### src/rtl/ghost_scheduler.sv
// Four-ghost movement scheduler: one pass per frame, each ghost probes the shared
// wall lookup for up to four candidate directions and steps one pixel on the first free one.
module ghost_scheduler #(
   parameter logic [8:0] HOME_X  = 9'd96,
   parameter logic [8:0] HOME_Y  = 9'd112,
   parameter logic [8:0] SPACING = 9'd16,
   parameter logic [8:0] MAX_X   = 9'd223
) (
   input  logic       clk,
   input  logic       rst,
   input  logic       frame_start,
   input  logic       enable,
   output logic       wall_req,
   output logic [8:0] wall_x,
   output logic [8:0] wall_y,
   input  logic       wall_ack,
   input  logic       wall_hit,
   output logic [8:0] x_red,
   output logic [8:0] y_red,
   output logic [8:0] x_pink,
   output logic [8:0] y_pink,
   output logic [8:0] x_blue,
   output logic [8:0] y_blue,
   output logic [8:0] x_yellow,
   output logic [8:0] y_yellow,
   output logic       busy,
   output logic       done,
   output logic       overrun
);

   typedef enum logic [2:0] {StIdle, StReq, StWait, StMove, StNext} state_e;

   state_e     state_q;
   logic [8:0] x_q   [4];
   logic [8:0] y_q   [4];
   logic [1:0] dir_q [4];
   logic [1:0] idx_q;
   logic [1:0] att_q;
   logic [1:0] mv_dir_q;
   logic       wall_req_q;
   logic [8:0] wall_x_q;
   logic [8:0] wall_y_q;
   logic       busy_q;
   logic       done_q;
   logic       overrun_q;

   logic [1:0] req_idx;
   logic [1:0] req_att;
   logic [1:0] req_dir;
   logic [8:0] req_px;
   logic [8:0] req_py;
   logic [1:0] cur_dir;

   // Try order: straight, turn clockwise, turn counter-clockwise, reverse.
   function automatic logic [1:0] cand_dir(input logic [1:0] d, input logic [1:0] att);
      case (att)
         2'd0:    cand_dir = d;
         2'd1:    cand_dir = d + 2'd1;
         2'd2:    cand_dir = d + 2'd3;
         default: cand_dir = d + 2'd2;
      endcase
   endfunction

   function automatic logic [8:0] probe_x(input logic [8:0] x, input logic [1:0] d);
      logic [9:0] s;
      s = {1'b0, x} + 10'd8;
      case (d)
         2'd0:    probe_x = (s > {1'b0, MAX_X}) ? s[8:0] - MAX_X - 9'd1 : s[8:0];
         2'd2:    probe_x = (x == 9'd0) ? MAX_X : x - 9'd1;
         default: probe_x = x;
      endcase
   endfunction

   function automatic logic [8:0] probe_y(input logic [8:0] y, input logic [1:0] d);
      case (d)
         2'd1:    probe_y = y + 9'd8;
         2'd3:    probe_y = y - 9'd1;
         default: probe_y = y;
      endcase
   endfunction

   function automatic logic [8:0] step_x(input logic [8:0] x, input logic [1:0] d);
      case (d)
         2'd0:    step_x = (x == MAX_X) ? 9'd0 : x + 9'd1;
         2'd2:    step_x = (x == 9'd0) ? MAX_X : x - 9'd1;
         default: step_x = x;
      endcase
   endfunction

   function automatic logic [8:0] step_y(input logic [8:0] y, input logic [1:0] d);
      case (d)
         2'd1:    step_y = y + 9'd1;
         2'd3:    step_y = y - 9'd1;
         default: step_y = y;
      endcase
   endfunction

   // Probe for whichever ghost/attempt the FSM enters REQ with next.
   always_comb begin
      req_idx = idx_q;
      req_att = att_q + 2'd1;
      if (state_q == StIdle) begin
         req_idx = 2'd0;
         req_att = 2'd0;
      end else if (state_q == StNext) begin
         req_idx = idx_q + 2'd1;
         req_att = 2'd0;
      end
      req_dir = cand_dir(dir_q[req_idx], req_att);
      req_px  = probe_x(x_q[req_idx], req_dir);
      req_py  = probe_y(y_q[req_idx], req_dir);
      cur_dir = cand_dir(dir_q[idx_q], att_q);
   end

   always_ff @(posedge clk) begin
      if (!rst) begin
         state_q    <= StIdle;
         idx_q      <= 2'd0;
         att_q      <= 2'd0;
         mv_dir_q   <= 2'd0;
         wall_req_q <= 1'b0;
         wall_x_q   <= 9'd0;
         wall_y_q   <= 9'd0;
         busy_q     <= 1'b0;
         done_q     <= 1'b0;
         overrun_q  <= 1'b0;
         for (int i = 0; i < 4; i++) begin
            x_q[i]   <= HOME_X + SPACING * 9'(i);
            y_q[i]   <= HOME_Y;
            dir_q[i] <= 2'd0;
         end
      end else begin
         done_q <= 1'b0;
         if (frame_start && busy_q) overrun_q <= 1'b1;
         case (state_q)
            StIdle: begin
               if (frame_start && enable) begin
                  state_q    <= StReq;
                  busy_q     <= 1'b1;
                  idx_q      <= 2'd0;
                  att_q      <= 2'd0;
                  wall_req_q <= 1'b1;
                  wall_x_q   <= req_px;
                  wall_y_q   <= req_py;
               end
            end
            StReq, StWait: begin
               if (wall_ack) begin
                  if (!wall_hit) begin
                     mv_dir_q   <= cur_dir;
                     wall_req_q <= 1'b0;
                     state_q    <= StMove;
                  end else if (att_q != 2'd3) begin
                     // Retry keeps wall_req high and presents the next candidate at once.
                     att_q    <= att_q + 2'd1;
                     wall_x_q <= req_px;
                     wall_y_q <= req_py;
                     state_q  <= StReq;
                  end else begin
                     wall_req_q <= 1'b0;
                     state_q    <= StNext;
                  end
               end else begin
                  state_q <= StWait;
               end
            end
            StMove: begin
               x_q[idx_q]   <= step_x(x_q[idx_q], mv_dir_q);
               y_q[idx_q]   <= step_y(y_q[idx_q], mv_dir_q);
               dir_q[idx_q] <= mv_dir_q;
               state_q      <= StNext;
            end
            StNext: begin
               if (idx_q != 2'd3) begin
                  idx_q      <= idx_q + 2'd1;
                  att_q      <= 2'd0;
                  wall_req_q <= 1'b1;
                  wall_x_q   <= req_px;
                  wall_y_q   <= req_py;
                  state_q    <= StReq;
               end else begin
                  busy_q  <= 1'b0;
                  done_q  <= 1'b1;
                  state_q <= StIdle;
               end
            end
            default: state_q <= StIdle;
         endcase
      end
   end

   assign wall_req = wall_req_q;
   assign wall_x   = wall_x_q;
   assign wall_y   = wall_y_q;
   assign busy     = busy_q;
   assign done     = done_q;
   assign overrun  = overrun_q;
   assign x_red    = x_q[0];
   assign y_red    = y_q[0];
   assign x_pink   = x_q[1];
   assign y_pink   = y_q[1];
   assign x_blue   = x_q[2];
   assign y_blue   = y_q[2];
   assign x_yellow = x_q[3];
   assign y_yellow = y_q[3];

endmodule

### config.mk
export PLATFORM = sky130hd
export DESIGN_NAME = ghost_scheduler
export DESIGN_NICKNAME = d
export VERILOG_FILES = /design/src/rtl/ghost_scheduler.sv
export SDC_FILE = /design/constraint.sdc
export NUM_CORES = 1
export LEC_CHECK = 0
export BUFFER_PORTS_ARGS = -buffer_cell sky130_fd_sc_hd__buf_2
export CORE_MARGIN = 2
export CORE_UTILIZATION = 50
export CTS_CLUSTER_DIAMETER = 40
export DETAILED_ROUTE_END_ITERATION = 8
export PLACE_DENSITY = 0.76
export SYNTH_ARGS = -nofsm -noshare
export SYNTH_HDL_FRONTEND = slang
export SYNTH_SLANG_ARGS = --single-unit
### constraint.sdc
create_clock -name clk -period 7.8 [get_ports clk]
set_clock_uncertainty 0.1 [all_clocks]
set_input_delay 1.56 -clock clk [delete_from_list [all_inputs] [get_ports clk]]
set_output_delay 1.56 -clock clk [all_outputs]
set_load 0.005 [all_outputs]
==> impl_metrics.env, run 1 <==
export IMPL_syn_nets=767
export IMPL_final_period_utilization_pct=63.6
export IMPL_fill_cells=1183
export IMPL_postSynthCellCount=735
export IMPL_stdcell_count=1010
export IMPL_path_max_fanout=22
export IMPL_rows=43
export IMPL_synth_mux_area_share_pct=15.6
export IMPL_cts_setup_buffers=0
export IMPL_hold_path_endpoint="wall_y[8]"
export IMPL_synth_top_family_by_area="simple AND/OR/NAND/NOR gates"
export IMPL_synth_edf_count=80
export IMPL_period_minus_slack_ns=4.96
export IMPL_fin_setup_tns_ns=0
export IMPL_synth_flop_cell="edfxtp_1"
export IMPL_worstPathArrival_ns=4.92
export IMPL_required_ns=7.76
export IMPL_cp_end_kind="flop"
export IMPL_finalSetupViolCount=0
export IMPL_antenna_left=0
export IMPL_dp_hpwl_um=13800
export IMPL_cts_hold_buf=0
export IMPL_viasPerCell=6.17
export IMPL_drv_slew=0
export IMPL_max_vdd_ir_drop_mv=0.163
export IMPL_io_pins=100
export IMPL_ys_types=68
export IMPL_setup_ws_ns=2.84
export IMPL_htreeDepth=4
export IMPL_synth_compound_area_share_pct=12.4
export IMPL_fmax_mhz=202
export IMPL_synth_adder_area_share_pct=4.75
export IMPL_coreArea_um2=14000
export IMPL_portBuffers=99
export IMPL_syn_avg_cell_area_um2=9.82
export IMPL_antenna_found_initial=0
export IMPL_die_y_um=124
export IMPL_cts_tree="yes"
export IMPL_whs_ns=0.351
export IMPL_die_x_um=124
export IMPL_ys_seq_elements=113
export IMPL_synthToLayoutAreaGrowth_pct=16.2
export IMPL_start_util_pct=51.6
export IMPL_rr_endpoint="wall_x[4]"
export IMPL_num_vias=6232
export IMPL_clkTransAtPathRegs_ns=0.06
export IMPL_drc_errors=0
export IMPL_top_layer_used="met4"
export IMPL_yosysWarnings=0
export IMPL_clock_latency_ns=0.43
export IMPL_final_hold_viol_count=0
export IMPL_firstDrtPassIters=5
export IMPL_drive_gt1_share_pct=22.2
export IMPL_ff2ff_setup_slack_ns=3.09
export IMPL_final_util_pct=60.0
export IMPL_preCtsSetupSlack_ns=2.47
export IMPL_grt_setup_unrepaired="false"
export IMPL_maxSlewHeadroom_pct=21.4
export IMPL_grt_overflow=0
export IMPL_clock_sinks=113
export IMPL_wl_met3_um=2020
export IMPL_rr_worst_depth=9
export IMPL_setup_worst_path_class="primary input to flop"
export IMPL_holdPathStages=2
export IMPL_globalplace_congestion=0.927
export IMPL_power_density_nw_per_um2=199
export IMPL_async_reset_ff_share_pct=0
export IMPL_track_usage_pct=27.8
export IMPL_wl_met2_um=9700
export IMPL_status="completed"
export IMPL_hp_start="wall_y[8]"
export IMPL_routedWlPerCell_um=20.3
export IMPL_r2r_start="state_q[0]"
export IMPL_cts_root_buf="clkbuf_16"
export IMPL_insertedDiodeCount=0
export IMPL_p_leak_nw=3.30
export IMPL_clock_path_buffers=2
export IMPL_synthXorXnorAreaFrac_pct=3.03
export IMPL_finalNetCount=849
export IMPL_start_kind="primary input"
export IMPL_tightestPinTransition_ns=1.17
export IMPL_post_cts_resized=0
export IMPL_grt_pass1_wl_um=31600
export IMPL_wl_met1_um=8380
export IMPL_dieArea_um2=15400
export IMPL_netlist_area_um2=7220
export IMPL_first_global_vias=5758
export IMPL_yosys_area_share_simple_pct=17.4
export IMPL_ys_seq_area_share_pct=42.4
export IMPL_cap_viol_max_count=0
export IMPL_drt_iter0_drc=778
export IMPL_placedCellCount=978
export IMPL_cts_buffers=17
export IMPL_worstHoldPathType="flop to flop"
export IMPL_drt_total_wl_um=20500
export IMPL_grt_max_degree=27
==> state kept, by name (all words and copies together), names as in the netlist, 2 cells and up, named ones only <==
name and flops:
x_q 36, y_q 36, wall_x 9, wall_y 9, dir_q 8, state_q 3
att_q 2, idx_q 2, mv_dir_q 2
==> through the flow <==
step / instance area (µm²) / total power, mW
after floorplan: 7220 / 0.837
after global placement: 7800 / 0.901
after detailed placement: 7800 / 0.904
after CTS: 8390 / 1.67
after global routing: 8390 / 1.73
final: 8390 / 1.67
==> per-layer routing <==
layer	GRT usage, %	up-vias
li1	-	2872
met1	37.2	2991
met2	44.8	335
met3	6.18	34
met4	9.27	0
met5	0	-
==> cells in the mapped netlist (all sizes together), types with 18 or more instances <==
master | number | area share, %
a21oi | 39 | 2.7
clkbuf | 28 | 1.5
dfxtp | 33 | 9.2
edfxtp | 80 | 33
ha | 25 | 4.3
inv | 34 | 1.8
mux2i | 45 | 6.2
mux4 | 22 | 6.9
nand2 | 76 | 4.0
nand3 | 24 | 1.7
nor2 | 91 | 4.8
nor3 | 18 | 1.2
o21ai | 46 | 3.2
xnor2 | 19 | 2.3
==> area by class of cell <==
type	count	area, µm²	area share, %
clock buffer	17	425	5.07
clock inverter	15	159	1.89
inverter	34	128	1.52
multi-input combinational	546	3850	45.9
sequential	113	3060	36.5
tap	180	225	2.68
timing repair buffer	105	541	6.44
==> power breakdown <==
part	switching [mW]	internal, mW	total [mW]
Clock	0.304	0.473	0.776
Sequential	0.0255	0.671	0.697
Combinational	0.121	0.0788	0.200
==> cell families after synthesis <==
family / count (synthesis)
adder cells (fa/ha/maj): 27
XOR/XNOR: 25
buffers and inverters: 76
AND/OR/NAND/NOR: 266
AO/OA/AOI/OAI: 145
multiplexers: 83
flip-flops: 113
==> cell usage in the layout (no fill, tap or decap), types with 7 or more instances in the layout <==
master / Yosys / routed
ha_1: 25 / 25
buf_2: 6 / 99
nor3_1: 18 / 18
nor2_1: 89 / 89
dfxtp_1: 33 / 33
edfxtp_1: 80 / 80
clkbuf_16: 0 / 17
nand2_1: 75 / 75
o21ai_0: 43 / 43
xnor2_1: 19 / 19
and3_1: 9 / 9
nand3_1: 24 / 24
o211ai_1: 7 / 7
mux2i_1: 45 / 45
nand4_1: 7 / 7
mux4_2: 22 / 22
inv_1: 34 / 34
and2_1: 9 / 9
a21oi_1: 39 / 38
mux2_2: 15 / 15
==> critical path, cell delays in order <==
cell and delay (ns):
buf_2 0.37, inv_1 0.48, nor3_1 0.96, nand3b_1 0.68, nand2_1 0.85
==> worst max-delay path by stage <==
stage / slack, ns / end / from
finish: 2.84 / x_q[2][2] / rst
global route: 2.56 / x_q[2][8] / rst
CTS: 2.91 / x_q[2][8] / rst
detailed placement: 2.47 / x_q[2][1] / rst
global placement: 2.47 / x_q[2][1] / rst
floorplan: 3.97 / y_q[0][8] / flop
Power figures use the tool's default switching activity.
==> run 2, diff against run 1 <==
--- a/config.mk
+++ b/config.mk
@@ -5,12 +5,13 @@
 export SDC_FILE = /design/constraint.sdc
 export NUM_CORES = 1
 export LEC_CHECK = 0
+export ABC_AREA = 1
 export BUFFER_PORTS_ARGS = -buffer_cell sky130_fd_sc_hd__buf_2
 export CORE_MARGIN = 2
 export CORE_UTILIZATION = 50
 export CTS_CLUSTER_DIAMETER = 40
 export DETAILED_ROUTE_END_ITERATION = 8
-export PLACE_DENSITY = 0.76
+export PLACE_DENSITY = 0.78
 export SYNTH_ARGS = -nofsm -noshare
 export SYNTH_HDL_FRONTEND = slang
 export SYNTH_SLANG_ARGS = --single-unit
==> constraint.sdc (replaced) <==
create_clock -name clk -period 4.41 [get_ports clk]
set_clock_uncertainty 0.1 [all_clocks]
set_input_delay 0.882 -clock clk [delete_from_list [all_inputs] [get_ports clk]]
set_output_delay 0.882 -clock clk [all_outputs]
set_load 0.005 [all_outputs]
==> run 2 against run 1 <==
Effect of this change:
- total power up 130%
- synthesized area increased by 8.5%
- clock-buffer cell count increased by 1
- synthesized cell count is 47% higher
- highest routed layer unchanged
- combinational power rose to 6.1 times the previous value
- clock power grew 68%
- global-route usage barely moved
==> impl_metrics.env, run 2 <==
export IMPL_status="completed"
export IMPL_layout_commonest_cell="nand2_1"
export IMPL_cpMaxStageDelayCell="dfxtp_1"
export IMPL_drt_iter0_drc=1041
export IMPL_synth_area_leaders="edfxtp_1 (31%), nand2_1 (13%), nand3_1 (8.5%)"
export IMPL_switching_power_mw=1.38
export IMPL_cts_tree="yes"
export IMPL_cp_end_kind="flop"
export IMPL_io_pins=100
export IMPL_period_minus_slack_ns=3.64
export IMPL_place_area_um2=8490
export IMPL_crit_chain="inv_2, o21ai_0, o22ai_1, fa_1, nand3_1, nand2_1, nand2_1, nand2_1, a21oi_1, nor2_1, o21ai_0, nand3_1, a31o_2, a21oi_1"
export IMPL_p_leak_nw=4.15
export IMPL_pwr_share_seq_pct=33.7
export IMPL_maxSlewHeadroom_pct=47.4
export IMPL_synth_compound_area_share_pct=11.6
export IMPL_rr_endpoint="y_q[2][8]"
export IMPL_holdPathStages=2
export IMPL_track_usage_pct=27.8
export IMPL_cts_buffers=17
export IMPL_syn_nets=1114
export IMPL_synthXorXnorAreaFrac_pct=1.77
export IMPL_first_global_vias=7112
export IMPL_routedWlPerCell_um=16.4
export IMPL_ys_seq_area_share_pct=39.1
export IMPL_cts_root_buf="clkbuf_16"
export IMPL_dp_hpwl_um=16400
export IMPL_hold_path_endpoint="wall_y[8]"
export IMPL_yosysTopAreaCell="edfxtp_1"
export IMPL_final_util_pct=59.3
export IMPL_firstDrtPassIters=6
export IMPL_comb_power_share_pct=32.1
export IMPL_die_x_um=129
export IMPL_required_ns=4.58
export IMPL_clock_latency_ns=0.43
export IMPL_final_hold_viol_count=0
export IMPL_yosysWarnings=0
export IMPL_internal_power_mw=2.43
export IMPL_coreArea_um2=15300
export IMPL_synthToLayoutAreaGrowth_pct=15.5
export IMPL_max_vdd_ir_drop_mv=0.290
export IMPL_stdcell_count=1397
export IMPL_start_kind="flop"
export IMPL_reg_largest_list="x_q: 36 flops, y_q: 36 flops"
export IMPL_globalplace_congestion=0.915
export IMPL_drc_errors=0
export IMPL_drv_slew=0
export IMPL_ys_types=44
export IMPL_synth_mux_area_share_pct=0
export IMPL_worstHoldPathType="flop to flop"
export IMPL_setup_worst_path_class="flop to flop"
export IMPL_drt_total_wl_um=23000
export IMPL_insertedDiodeCount=0
export IMPL_final_cell_mix="nand2_1 (263), nand3_1 (133), inv_1 (132)"
export IMPL_ff2ff_setup_slack_ns=0.77
export IMPL_worstPathArrival_ns=3.82
export IMPL_rows=45
export IMPL_synth_top_area_share_pct=30.7
export IMPL_finalNetCount=1206
export IMPL_clock_path_buffers=2
export IMPL_slowest_delay_ns=0.81
export IMPL_final_period_utilization_pct=82.6
export IMPL_grt_setup_unrepaired="false"
export IMPL_switching_share_pct=36.3
export IMPL_portBuffers=99
export IMPL_drive_gt1_share_pct=16.6
export IMPL_final_area_um2=9040
export IMPL_fmax_mhz=275
export IMPL_post_cts_resized=0
export IMPL_grt_overflow=0
export IMPL_whs_ns=0.360
export IMPL_cts_hold_buf=0
export IMPL_clock_sinks=113
export IMPL_async_reset_ff_share_pct=0
export IMPL_synth_top_family_by_area="simple AND/OR/NAND/NOR gates"
export IMPL_finalSetupViolCount=0
export IMPL_post_synth_top_count_cell="nand2_1"
export IMPL_critPathMostFrequentCell="nand2_1"
export IMPL_hp_start="wall_y[8]"
export IMPL_path_delay_family="compound AO/OA/AOI/OAI gates"
export IMPL_grt_max_degree=52
export IMPL_synth_adder_area_share_pct=4.25
export IMPL_path_max_fanout=22
export IMPL_die_y_um=129
export IMPL_start_util_pct=51.3
export IMPL_cts_setup_buffers=0
export IMPL_ys_seq_elements=113
export IMPL_antenna_left=0
export IMPL_htreeDepth=4
export IMPL_tightestPinTransition_ns=0.785
export IMPL_clkTransAtPathRegs_ns=0.06
export IMPL_netlist_area_um2=7830
export IMPL_fin_setup_tns_ns=0
export IMPL_postSynthCellCount=1082
export IMPL_synth_edf_count=80
export IMPL_synth_flop_cell="edfxtp_1"
export IMPL_rr_worst_depth=14
export IMPL_grt_pass1_wl_um=35900
export IMPL_yosys_area_share_simple_pct=33.1
export IMPL_power_density_nw_per_um2=422
export IMPL_syn_avg_cell_area_um2=7.24
export IMPL_crit_buf_inv=1
export IMPL_synth_common_cells="nand2_1 (263), nand3_1 (133), inv_1 (132)"
export IMPL_placedCellCount=1366
export IMPL_antenna_found_initial=0
export IMPL_dieArea_um2=16700
export IMPL_clkPwrFrac_pct=34.2
export IMPL_viasPerCell=5.59
export IMPL_num_vias=7807
export IMPL_cap_viol_max_count=0
==> run 2: changes by cell type in the layout (fill, tap and decap cells not counted), moves of 12 or more <==
cell,delta
nand2_1,+188
nand3_1,+109
inv_1,+98
mux2i_1,-45
a21oi_1,+29
nor2_1,+24
mux4_2,-22
xnor2_1,-19
nor3_1,-17
inv_2,+15
mux2_2,-15
nand4_1,+13
nand2_2,+12
==> run 2: how the worst max path moves through the flow <==
stage,from,endpoint,slack [ns],depth (start not counted)
after floorplan,flop,y_q[2][8],1.30,18
after global placement,flop,y_q[2][8],0.91,14
after detailed placement,flop,y_q[0][8],0.91,14
after CTS,flop,y_q[2][8],0.83,14
after global routing,flop,y_q[2][8],0.53,15
final,flop,y_q[2][8],0.77,14
==> run 2: final cells by class <==
type / count / area [µm²]
repair buffers: 114 / 621
well taps: 211 / 264
flip-flops and latches: 113 / 3060
clock inverters: 13 / 121
clock buffers: 18 / 429
fillers: 1386 / 6220
inverters: 148 / 556
multi-input cells: 780 / 3990
==> run 2: stage by stage <==
| stage | total power, mW | setup WS [ns] |
|---|---|---|
| floorplan | 2.21 | 1.30 |
| global placement | 2.48 | 0.905 |
| detailed placement | 2.50 | 0.906 |
| CTS | 3.79 | 0.828 |
| global route | 4.02 | 0.532 |
| finish | 3.81 | 0.768 |
==> run 2: power groups by stage <==
stage / clock (mW) / combinational, mW / sequential [mW]
after CTS: 1.30 / 1.21 / 1.28
after floorplan: 0 / 0.924 / 1.29
after global routing: 1.35 / 1.39 / 1.29
after detailed placement: 0 / 1.20 / 1.30
final: 1.30 / 1.22 / 1.29
after global placement: 0 / 1.18 / 1.30
==> run 2: logic make-up after synthesis <==
family,count (synthesis)
buf+inv,189
fa+ha+maj,26
xor+xnor,15
flops,113
compound gates,160
simple gates,579
==> run 2: metal layers <==
layer | vias to the layer above | global-route usage (%) | share of wire [%]
li1 | 3757 | - | -
met1 | 3534 | 35.9 | 40
met2 | 457 | 45.9 | 47
met3 | 59 | 5.20 | 9.8
met4 | 0 | 11.9 | 3.1
met5 | - | 0 | 0
==> run 2: worst reg2reg max path, delay by kind of cell, from the launching register on <==
| kind | cells | cell delay, ns |
|---|---|---|
| fa+ha+maj | 1 | 0.47 |
| simple gates | 6 | 0.50 |
| compound gates | 6 | 1.20 |
| flops | 1 | 0.81 |
| buf+inv | 1 | 0.41 |
==> run 3, diff against run 2 <==
--- a/config.mk
+++ b/config.mk
@@ -5,13 +5,13 @@
 export SDC_FILE = /design/constraint.sdc
 export NUM_CORES = 1
 export LEC_CHECK = 0
-export ABC_AREA = 1
+export ABC_AREA = 0
 export BUFFER_PORTS_ARGS = -buffer_cell sky130_fd_sc_hd__buf_2
 export CORE_MARGIN = 2
 export CORE_UTILIZATION = 50
 export CTS_CLUSTER_DIAMETER = 40
 export DETAILED_ROUTE_END_ITERATION = 8
-export PLACE_DENSITY = 0.78
+export PLACE_DENSITY = 0.76
 export SYNTH_ARGS = -nofsm -noshare
 export SYNTH_HDL_FRONTEND = slang
 export SYNTH_SLANG_ARGS = --single-unit
==> constraint.sdc (replaced) <==
create_clock -name clk -period 3.4 [get_ports clk]
set_clock_uncertainty 0.1 [all_clocks]
set_input_delay 0.68 -clock clk [delete_from_list [all_inputs] [get_ports clk]]
set_output_delay 0.68 -clock clk [all_outputs]
set_load 0.005 [all_outputs]
==> run 3 against run 2 <==
Effect of this change:
- sequential share of layout area is 0.19 points higher
- setup slack got worse by 0.66 ns
- core utilization grew 5.1 points
- total power increased by 5.2%
- critical path type unchanged
- highest routed layer unchanged
==> impl_metrics.env, run 3 (synthesis gave the netlist of run 1 again) <==
export IMPL_grt_pass1_wl_um=33100
export IMPL_preCtsSetupSlack_ns=-0.00124
export IMPL_start_kind="flop"
export IMPL_clkTransAtPathRegs_ns=0.05
export IMPL_finalNetCount=909
export IMPL_clock_latency_ns=0.42
export IMPL_rr_endpoint="wall_y[8]"
export IMPL_firstDrtPassIters=6
export IMPL_final_period_utilization_pct=96.9
export IMPL_drt_total_wl_um=21700
export IMPL_required_ns=3.61
export IMPL_first_global_vias=6021
export IMPL_met2_usage_pct=45.8
export IMPL_path_max_fanout=7
export IMPL_clock_path_buffers=2
export IMPL_antenna_found_initial=0
export IMPL_cts_root_buf="clkbuf_16"
export IMPL_final_cell_mix="buf_2 (99), nor2_1 (88), edfxtp_1 (80)"
export IMPL_crit_chain="ha_1, and4bb_2, nor2_4, mux4_2, buf_4, a221o_2, buf_6, or3_1, o22a_1, mux2i_1, nand2_1"
export IMPL_htreeDepth=4
export IMPL_internal_power_mw=3.04
export IMPL_switching_share_pct=24.4
export IMPL_synthToLayoutAreaGrowth_pct=24.7
export IMPL_finalSetupViolCount=0
export IMPL_max_vdd_ir_drop_mv=0.347
export IMPL_grt_busiest_layer="met2"
export IMPL_dieArea_um2=15400
export IMPL_final_util_pct=64.4
export IMPL_tightestPinTransition_ns=0.585
export IMPL_num_vias=6568
export IMPL_r2r_start="idx_q[1]"
export IMPL_dp_hpwl_um=15100
export IMPL_status="completed"
export IMPL_routedWlPerCell_um=20.2
export IMPL_crit_buf_inv=2
export IMPL_rows=43
export IMPL_drive_gt1_share_pct=28.9
export IMPL_portBuffers=99
export IMPL_cp_end_kind="flop"
export IMPL_rr_worst_depth=11
export IMPL_use_met1_pct=39.7
export IMPL_cap_viol_max_count=0
export IMPL_globalplace_congestion=1.00
export IMPL_cpMaxStageDelayCell="mux4_2"
export IMPL_power_density_nw_per_um2=446
export IMPL_ff2ff_setup_slack_ns=0.11
export IMPL_maxSlewHeadroom_pct=60.0
export IMPL_grt_use_met3_pct=6.00
export IMPL_final_hold_viol_count=0
export IMPL_setup_ws_ns=0.107
export IMPL_cts_tree="yes"
export IMPL_coreArea_um2=14000
export IMPL_drt_iter0_drc=756
export IMPL_clock_sinks=113
export IMPL_switching_power_uw=977
export IMPL_comb_power_share_pct=12.9
export IMPL_finalPower_mw=4.01
export IMPL_layout_commonest_cell="buf_2"
export IMPL_grt_setup_unrepaired="true"
export IMPL_die_y_um=124
export IMPL_viasPerCell=6.14
export IMPL_grt_max_degree=27
export IMPL_period_minus_slack_ns=3.29
export IMPL_track_usage_pct=29.0
export IMPL_cts_buffers=17
export IMPL_hp_start="wall_y[4]"
export IMPL_slowest_delay_ns=0.52
export IMPL_path_delay_family="simple AND/OR/NAND/NOR gates"
export IMPL_worstPathArrival_ns=3.50
export IMPL_worstHoldPathType="flop to flop"
export IMPL_fmax_mhz=304
export IMPL_antenna_left=0
export IMPL_start_util_pct=51.6
export IMPL_holdPathStages=2
export IMPL_setup_worst_path_class="flop to flop"
export IMPL_p_leak_nw=3.64
export IMPL_drc_errors=0
export IMPL_grt_overflow=0
export IMPL_drv_slew=0
export IMPL_die_x_um=124
export IMPL_cts_hold_buf=0
export IMPL_io_pins=100
export IMPL_pwr_share_seq_pct=39.6
export IMPL_hold_path_endpoint="wall_y[4]"
export IMPL_insertedDiodeCount=0
export IMPL_reg_largest_list="x_q: 36 flops, y_q: 36 flops"
export IMPL_fill_cells=1130
export IMPL_whs_ns=0.352
export IMPL_clkPwrFrac_pct=47.5
## run 3: changes by cell type in the layout (fill, tap and decap cells not counted), sizes merged, moves of 29 or more
cell   change
inv      -113
mux2i     +45
nand3    -113
buf       +51
nand2    -202
nor2      -29
## run 3: routing by layer
| layer | part of all wire (%) | up-vias |
|---|---|---|
| met5 | 0 | - |
| met4 | 2.4 | 0 |
| met3 | 10 | 50 |
| met2 | 46 | 400 |
| met1 | 41 | 3136 |
| li1 | - | 2982 |
## run 3: power groups by stage
stage          Clock [mW]  Sequential (mW)  Combinational (mW)
6_report             1.91             1.59               0.516
5_1_grt              1.97             1.60               0.566
4_1_cts              1.91             1.59               0.505
3_5_place_dp            0             1.62               0.499
3_3_place_gp            0             1.61               0.490
2_1_floorplan           0             1.61               0.314
## run 3: worst max path at each step
| stage | cells past startpoint | slack (ns) | from | end |
|---|---|---|---|---|
| finish | 11 | 0.11 | idx_q[1] | wall_y[8] |
| global route | 13 | -0.01 | idx_q[0] | wall_x[3] |
| CTS | 13 | 0.007 | idx_q[0] | wall_x[3] |
| detailed placement | 12 | -0.001 | idx_q[0] | wall_x[7] |
| global placement | 12 | 0.13 | idx_q[0] | wall_x[7] |
| floorplan | 15 | 0.007 | state_q[0] | wall_x[3] |
## run 3: per-stage QoR
step / instance area, µm² / setup TNS, ns / cells
final: 9000 / 0 / 1070
after global routing: 9000 / -0.0131 / 1070
after CTS: 8930 / 0 / 1067
after detailed placement: 8280 / -0.00124 / 1035
after global placement: 8280 / 0 / 1035
after floorplan: 7260 / 0 / 735
## run 3: what timing repair did
item                       CTS  global route
hold endpoints to repair     0             0
pin swaps                    0            12
gates resized for setup      2            18
setup endpoints to repair    2            29
buffers inserted             0             3
## run 3: layout make-up
type                            count  area (µm²)  area share, %
Clock buffer                       22         474           5.27
Clock inverter                     10         156           1.74
Inverter                           34         128           1.42
Multi-Input combinational cell    546        3920           43.6
Sequential cell                   113        3070           34.1
Tap cell                          180         225           2.50
Timing Repair Buffer              165        1030           11.5
## run 3: worst reg2reg max path, stage by stage (launching register included)
cell and delay [ns]:
dfxtp_1 0.31, ha_1 0.31, and4bb_2 0.26, nor2_4 0.11
mux4_2 0.52, buf_4 0.16, a221o_2 0.46, buf_6 0.16
or3_1 0.36, o22a_1 0.23, mux2i_1 0.15, nand2_1 0.06
